`config.mk`:
```
export PLATFORM = sky130hd
export DESIGN_NAME = universal_shift_reg
export DESIGN_NICKNAME = d
export VERILOG_FILES = /design/src/rtl/universal_shift_reg.sv
export SDC_FILE = /design/constraint.sdc
export NUM_CORES = 1
export LEC_CHECK = 0
export BUFFER_PORTS_ARGS = -buffer_cell sky130_fd_sc_hd__buf_2
export CAP_MARGIN = 20
export CORE_ASPECT_RATIO = 0.8
export CORE_MARGIN = 2
export CORE_UTILIZATION = 41
export CTS_CLUSTER_DIAMETER = 200
export DETAILED_ROUTE_END_ITERATION = 8
export GPL_ROUTABILITY_DRIVEN = 0
export REMOVE_ABC_BUFFERS = 1
export SYNTH_ARGS = -nofsm -noshare
export SYNTH_HDL_FRONTEND = slang
export SYNTH_SLANG_ARGS = --single-unit
```
`constraint.sdc`:
```
create_clock -name clk -period 2 [get_ports clk]
set_input_delay 0.2 -clock clk [delete_from_list [all_inputs] [get_ports clk]]
set_output_delay 0.2 -clock clk [all_outputs]
set_load 0.05 [all_outputs]
```
`src/rtl/universal_shift_reg.sv`:
```
// Universal shift register: hold/shift/rotate/arith-shift/load, single-step or
// as an automatic multi-step burst of a latched operation.
module universal_shift_reg #(
  parameter int unsigned WIDTH = 8,
  parameter int unsigned CNT_W = 4
) (
  input  logic             clk,
  input  logic             clr,
  input  logic             en,
  input  logic [2:0]       mode,
  input  logic             sin_r,
  input  logic             sin_l,
  input  logic [WIDTH-1:0] din,
  input  logic             burst_start,
  input  logic [CNT_W-1:0] burst_len,
  output logic [WIDTH-1:0] q,
  output logic             sout_r,
  output logic             sout_l,
  output logic             busy,
  output logic             done
);

  typedef enum logic {
    IDLE  = 1'b0,
    BURST = 1'b1
  } state_t;

  state_t           state_q, state_d;
  logic [WIDTH-1:0] q_q, q_d;
  logic [2:0]       mode_q, mode_d;
  logic [CNT_W-1:0] rem_q, rem_d;
  logic             done_q, done_d;

  function automatic logic [WIDTH-1:0] step_op(
    input logic [2:0]       op,
    input logic [WIDTH-1:0] cur,
    input logic             sr,
    input logic             sl,
    input logic [WIDTH-1:0] ld
  );
    logic [WIDTH-1:0] res;
    res = cur;
    case (op)
      3'b001:  res = {sr, cur[WIDTH-1:1]};
      3'b010:  res = {cur[WIDTH-2:0], sl};
      3'b011:  res = {cur[0], cur[WIDTH-1:1]};
      3'b100:  res = {cur[WIDTH-2:0], cur[WIDTH-1]};
      3'b101:  res = {cur[WIDTH-1], cur[WIDTH-1:1]};
      3'b110:  res = ld;
      default: res = cur;
    endcase
    return res;
  endfunction

  logic burst_ok;
  assign burst_ok = burst_start && (burst_len != '0) && (mode inside {[3'd1:3'd5]});

  always_comb begin
    state_d = state_q;
    q_d     = q_q;
    mode_d  = mode_q;
    rem_d   = rem_q;
    done_d  = 1'b0;
    case (state_q)
      IDLE: begin
        if (burst_ok) begin
          // First burst step happens on the accepting edge, so a length-1
          // burst never enters BURST and signals done straight away.
          q_d    = step_op(mode, q_q, sin_r, sin_l, din);
          mode_d = mode;
          rem_d  = burst_len - CNT_W'(1);
          if (burst_len == CNT_W'(1)) begin
            done_d = 1'b1;
          end else begin
            state_d = BURST;
          end
        end else if (en) begin
          q_d = step_op(mode, q_q, sin_r, sin_l, din);
        end
      end
      BURST: begin
        q_d   = step_op(mode_q, q_q, sin_r, sin_l, din);
        rem_d = rem_q - CNT_W'(1);
        if (rem_q == CNT_W'(1)) begin
          state_d = IDLE;
          done_d  = 1'b1;
        end
      end
      default: state_d = IDLE;
    endcase
  end

  always_ff @(posedge clk) begin
    if (clr) begin
      state_q <= IDLE;
      q_q     <= '0;
      mode_q  <= '0;
      rem_q   <= '0;
      done_q  <= 1'b0;
    end else begin
      state_q <= state_d;
      q_q     <= q_d;
      mode_q  <= mode_d;
      rem_q   <= rem_d;
      done_q  <= done_d;
    end
  end

  assign q      = q_q;
  assign sout_r = q_q[0];
  assign sout_l = q_q[WIDTH-1];
  assign busy   = (state_q == BURST);
  assign done   = done_q;

endmodule

```
## Word-level counts from Yosys, hierarchy flattened

Index checks and enable logic that the tools add are counted.

| word-level totals | value |
|---|---|
| word-level logic and storage cells | 52 |
| output and inout bits | 12 |
| bits of input ports | 21 |
| bits in registers | 17 |

| operators by class | value |
|---|---|
| order comparisons | 2 |
| muxes and demuxes | 15 |
| equality and inequality tests | 19 |
| reduce and logical (&&, ||, !) cells | 7 |
| bitwise gates (word level) | 1 |
| add/sub/neg operators | 2 |

Operators with widths:

| operator | number |
|---|---|
| case mux 8 bit (6 select lines) | 2 |
| == test 3 bit, second input constant | 6 |
| two-way mux 8 bit | 2 |
| case mux 8 bit (2 select lines) | 1 |
| == test 3 x 2 -> 1 bit, second input constant | 4 |
| == test 4 x 1 -> 1 bit, second input constant | 2 |
| case mux 4 bit (2 select lines) | 1 |
| subtractor 4 x 1 -> 4 bit, second input constant | 2 |
| != test 7 x 1 -> 1 bit, second input constant | 1 |
| == test 3 x 1 -> 1 bit, second input constant | 2 |
| two-way mux 1 bit | 6 |
| != test 6 x 1 -> 1 bit, second input constant | 1 |
| two-way mux 4 bit | 1 |
| != test 2 bit, second input constant | 2 |
| case mux 1 bit (2 select lines) | 2 |
| AND reduction 2 bit | 2 |
| nonzero test 4 bit | 1 |
| >= comparator 3 x 1 -> 1 bit, second input constant | 1 |
| less-or-equal comparator 3 bit, second input constant | 1 |
| logical AND 1 bit | 3 |
| != test 3 bit, second input constant | 1 |
| AND reduction 3 bit | 1 |
| NOT 1 bit | 1 |

## Logic depth before layout (Yosys ltp)

| depth | value |
|---|---|
| word-level depth | 5 |
| mapped depth | 6 |
| depth with buffers taken out | 6 |

## Worst setup path before layout

OpenSTA, ideal clock, no wires.

| timing | value |
|---|---|
| path type | register to register |
| start | register state_q (netlist: busy) |
| end | register q_q[3] (netlist: q[3]) |
| required time | 1,877 ps |
| cell stages (with the launch flop) | 6 |
| data arrival time | 1,696 ps |
| period minus slack after synthesis | 1,820 ps |
| buffers on the path | 1 |
| library setup time | 123 ps |
| path slack | 180 ps |
| cell sequence | dfxtp_1 > buf_4 > o31ai_1 > a31oi_2 > a21oi_2 > mux2_1 |

| between the ends | value |
|---|---|
| cells in the longest elaborated chain, start to end | 3 |
| elaborated cells between the ends (all ways) | 5 |
| classes of those cells | eq/ne: 2; mux: 1; bitwise: 1; reduce/logical: 1 |

Ends and longest elaborated chain:

| what | RTL line | RTL |
|---|---|---|
| from (decl) | 28 | `state_t state_q, state_d;` |
| from (signal assigned) | 101 | `state_q <= state_d;` |
| NOT 1 bit | -- |  |
| != test 3 bit (no source line) | -- |  |
| AND reduction 2 bit (no source line) | -- |  |
| to (signal assigned) | 102 | `q_q <= q_d;` |
| to (decl) | 29 | `logic [WIDTH-1:0] q_q, q_d;` |

Parallel ways exist; a longest one is shown, timed or not.
A chain may end at the register's enable or synchronous reset.

## Worst setup path in the final report

| timing | value |
|---|---|
| start | register mode_q[1] |
| end | register q_q[4] (netlist: q[4]) |

| between the ends | value |
|---|---|
| cells in the longest elaborated chain, start to end | 3 |
| elaborated cells between the ends (all ways) | 10 |
| classes of those cells | eq/ne: 7; mux: 2; reduce/logical: 1 |

Ends and longest elaborated chain:

| what | RTL line | RTL |
|---|---|---|
| from (decl) | 30 | `logic [2:0] mode_q, mode_d;` |
| from (signal assigned) | 103 | `mode_q <= mode_d;` |
| == test 3 bit (tied with other cells) | 43 | `case (op)` |
| case mux 8 bit (6 select lines) / != test 7 x 1 -> 1 bit (equally long branches) | -- |  |
| case mux 8 bit (2 select lines) / AND reduction 2 bit (equally long branches) | -- |  |

Parallel ways exist; a longest one is shown, timed or not.

==> impl_metrics.tcl <==
set metrics [dict create \
    outcome "complete, no violations" \
    cts_root_buf "clkbuf_8" \
    vias 1406 \
    synth.top_cell.area_share_pct 23.2 \
    dieArea_mm2 0.00407 \
    finalPower_uw 1120 \
    cts_tree "yes" \
    num_io_pins 33 \
    ys_types 59 \
    via_per_inst 5.98 \
    drc 0 \
    grt_usage_pct 19.3 \
    synth_edf_count 0 \
    fin_setup_tns_ns 0 \
    area_growth_pct 13.0 \
    grt_pass1_wl_mm 6.24 \
    rsz0062_at_grt "false" \
    p_per_area_mw_per_mm2 675 \
    power_leakage_uw 0.000690 \
    netlist_area_mm2 0.00147 \
    synth.largest_area_cell "dfxtp_1" \
    stdcell_count 235 \
    initial_core_util_pct 42.8 \
    setup_viol 0 \
    pwr-share-clk_pct 24.0 \
    power.share.switching_pct 40.2 \
    synth_top_cells_by_area "dfxtp_1, mux2i_1, a211oi_1" \
    ys_seq_area_share_pct 23.2 \
    worstPathArrival_ns 1.91 \
    numCtsBuffers 3 \
    clkLatencyLatePin_ns 0.26 \
    finalHoldViolCount 0 \
    rows 19 \
    worstSetupPathType "reg -> reg" \
    multiInputGateArea_um2 998 \
    cts_buffer_depth 2 \
    drv_slew 0 \
    layout-drive-gt1-share_pct 29.0 \
    wl_per_cell_um 15.9 \
    hpwlAfterDp_mm 2.78 \
    maxCapViolations 0 \
    postCtsHoldBufs 0 \
    cts.sinks 17 \
    period_minus_slack_ns 1.77 \
    yosysWarningCount 0 \
    h-tree-depth 1 \
    final_area_mm2 0.00166 \
    antenna_found_initial 0 \
    die_y_um 57.5 \
    syn_avg_cell_area_um2 8.72 \
    dr.pass1.iters 4 \
    hold_class "in -> reg" \
    max_slew_margin_pct 66.4 \
    critPathCaptureType "flip-flop" \
    p_sw_uw 449 \
    pwr-share-seq_pct 38.4 \
    port_buffers 32 \
    final-seq-area_um2 342 \
    internal_power_uw 669 \
    finalNetCount 219 \
    ys.flop_type "dfxtp_1" \
    dr.first_iter.drc_count 80 \
    core_area_mm2 0.00342 \
    peakVddDrop_v 0.000267 \
    grt_max_degree 25 \
    synthCells 168 \
    cp.required_ns 2.14 \
    synthArstFlopShare_pct 0 \
    drtAntennaViolNets 0 \
    path_clk_slew_ns 0.07 \
    drt-total-wl_mm 3.74 \
    antennaDiodeCount 0 \
    nFillCells 349 \
    die_x_um 70.8 \
    placed_area_mm2 0.00161 \
    pwr-share-comb_pct 37.6 \
    max_freq_mhz 565 \
    place_inst 231 \
    ys_ff_latch 17 \
    worst_pin_slew_ns 0.504 \
    whs_ns 0.286 \
    grt-ovfl-total 0 \
    fin_skew_ns 0.00137 \
    critPathLaunchType "flip-flop" \
    path_max_fanout 14 \
    fin_crit_sh_pct 88.5 \
    grt_pass1_vias 1333 \
]
[critical path, cell delays in order (launching register included)]
cell     delay, ns
dfxtp_1       0.47
o31ai_1       0.43
a31oi_2       0.14
a21oi_2       0.27
mux2_1        0.35
[stage by stage]
stage / utilization (%) / worst slack (ns)
global placement: 47.0 / 0.188
floorplan: - / -0.0807
CTS: 48.3 / 0.203
global route: 48.4 / 0.0746
detailed placement: 47.0 / 0.126
finish: 48.4 / 0.231
[power groups by stage]
stage	Clock, µW	Sequential (µW)	Combinational (µW)
floorplan	0	519	205
global placement	0	431	412
detailed placement	0	434	418
CTS	273	426	420
global route	289	434	459
finish	268	429	421
[flip-flops by register name, summed over array words and instances (netlist names)]
name and cells:
mode_q 3, done 1, busy 1, q 8, rem_q 4
[cell usage in the layout, fill, tap and decap left out, drive strengths merged, types with 2 or more instances in the layout]
cell     instances
nor3             8
clkbuf           3
o2111ai          2
xnor2            3
nor4             2
o21ai            4
mux2i            7
inv             13
buf             33
ha               4
a21oi            9
a21o             4
a221oi           5
a41o             2
nor3b            2
nor2b            3
nor2            12
mux2             5
dfxtp           17
nand3            2
or2              2
nand2b           4
a2111oi          6
and3             2
a211oi           8
a31oi            3
nand2            7
a31o             2
[synth_stat cells (2+ instances only)]
cell	count
o2111ai_1	2
inv_1	13
nor3_4	2
a2111oi_0	6
clkbuf_1	2
mux2i_1	7
buf_6	2
buf_2	5
a41o_1	2
a221oi_1	5
nand3_1	2
nor2_1	11
nand2_1	7
xnor2_1	3
mux2_2	2
o21ai_0	4
nor3_1	5
a211oi_1	7
a21o_1	4
nor2b_1	3
a21oi_1	8
and3_1	2
a31oi_1	2
mux2_1	3
nand2b_1	4
dfxtp_1	17
ha_1	4
buf_4	3
[per-layer routing]
metal	GRT usage, %	up-vias	wire length (µm)
met1	28.8	673	1960
li1	-	697	-
met5	0	-	0
met2	28.3	34	1600
met4	4.58	0	21
met3	4.24	2	155
[logic make-up after synthesis]
family,after synthesis,share of synthesized area [%]
xor gates and xnor gates,4,2.39
and+or+nand+nor,50,22.6
muxes,13,10.2
buffers and inverters,25,8.63
DFF,17,23.2
AOI/OAI and AO/OA,55,29.5
adders and majority gates,4,3.42
[cell type report]
type	count	share of cell area, %
clock inverter	1	0.302
tap	42	3.17
multi-input combinational	126	60.3
sequential	17	20.6
inverter	13	2.95
timing repair buffer	33	10.1
clock buffer	3	2.49
[final timing paths]
path                                              from                    end  slack [ns]  cells past startpoint
worst max register to register  mode_q[1]$_SDFFE_PP0P_      q[4]$_SDFFE_PP0P_        0.23                      4
worst max-delay path            mode_q[1]$_SDFFE_PP0P_      q[4]$_SDFFE_PP0P_        0.23                      4
worst min-delay path                      burst_len[0]  rem_q[0]$_SDFFE_PP0P_        0.29                      3
worst min register to register   rem_q[3]$_SDFFE_PP0P_  rem_q[3]$_SDFFE_PP0P_        0.49                      2
[what timing repair did]
action | in CTS | in global routing
resized for setup | 0 | 1
hold endpoints to repair | 0 | 0
setup buffers | 0 | 0
setup endpoints to repair | 0 | 2
Note: power is estimated with default switching activity, not from simulation.
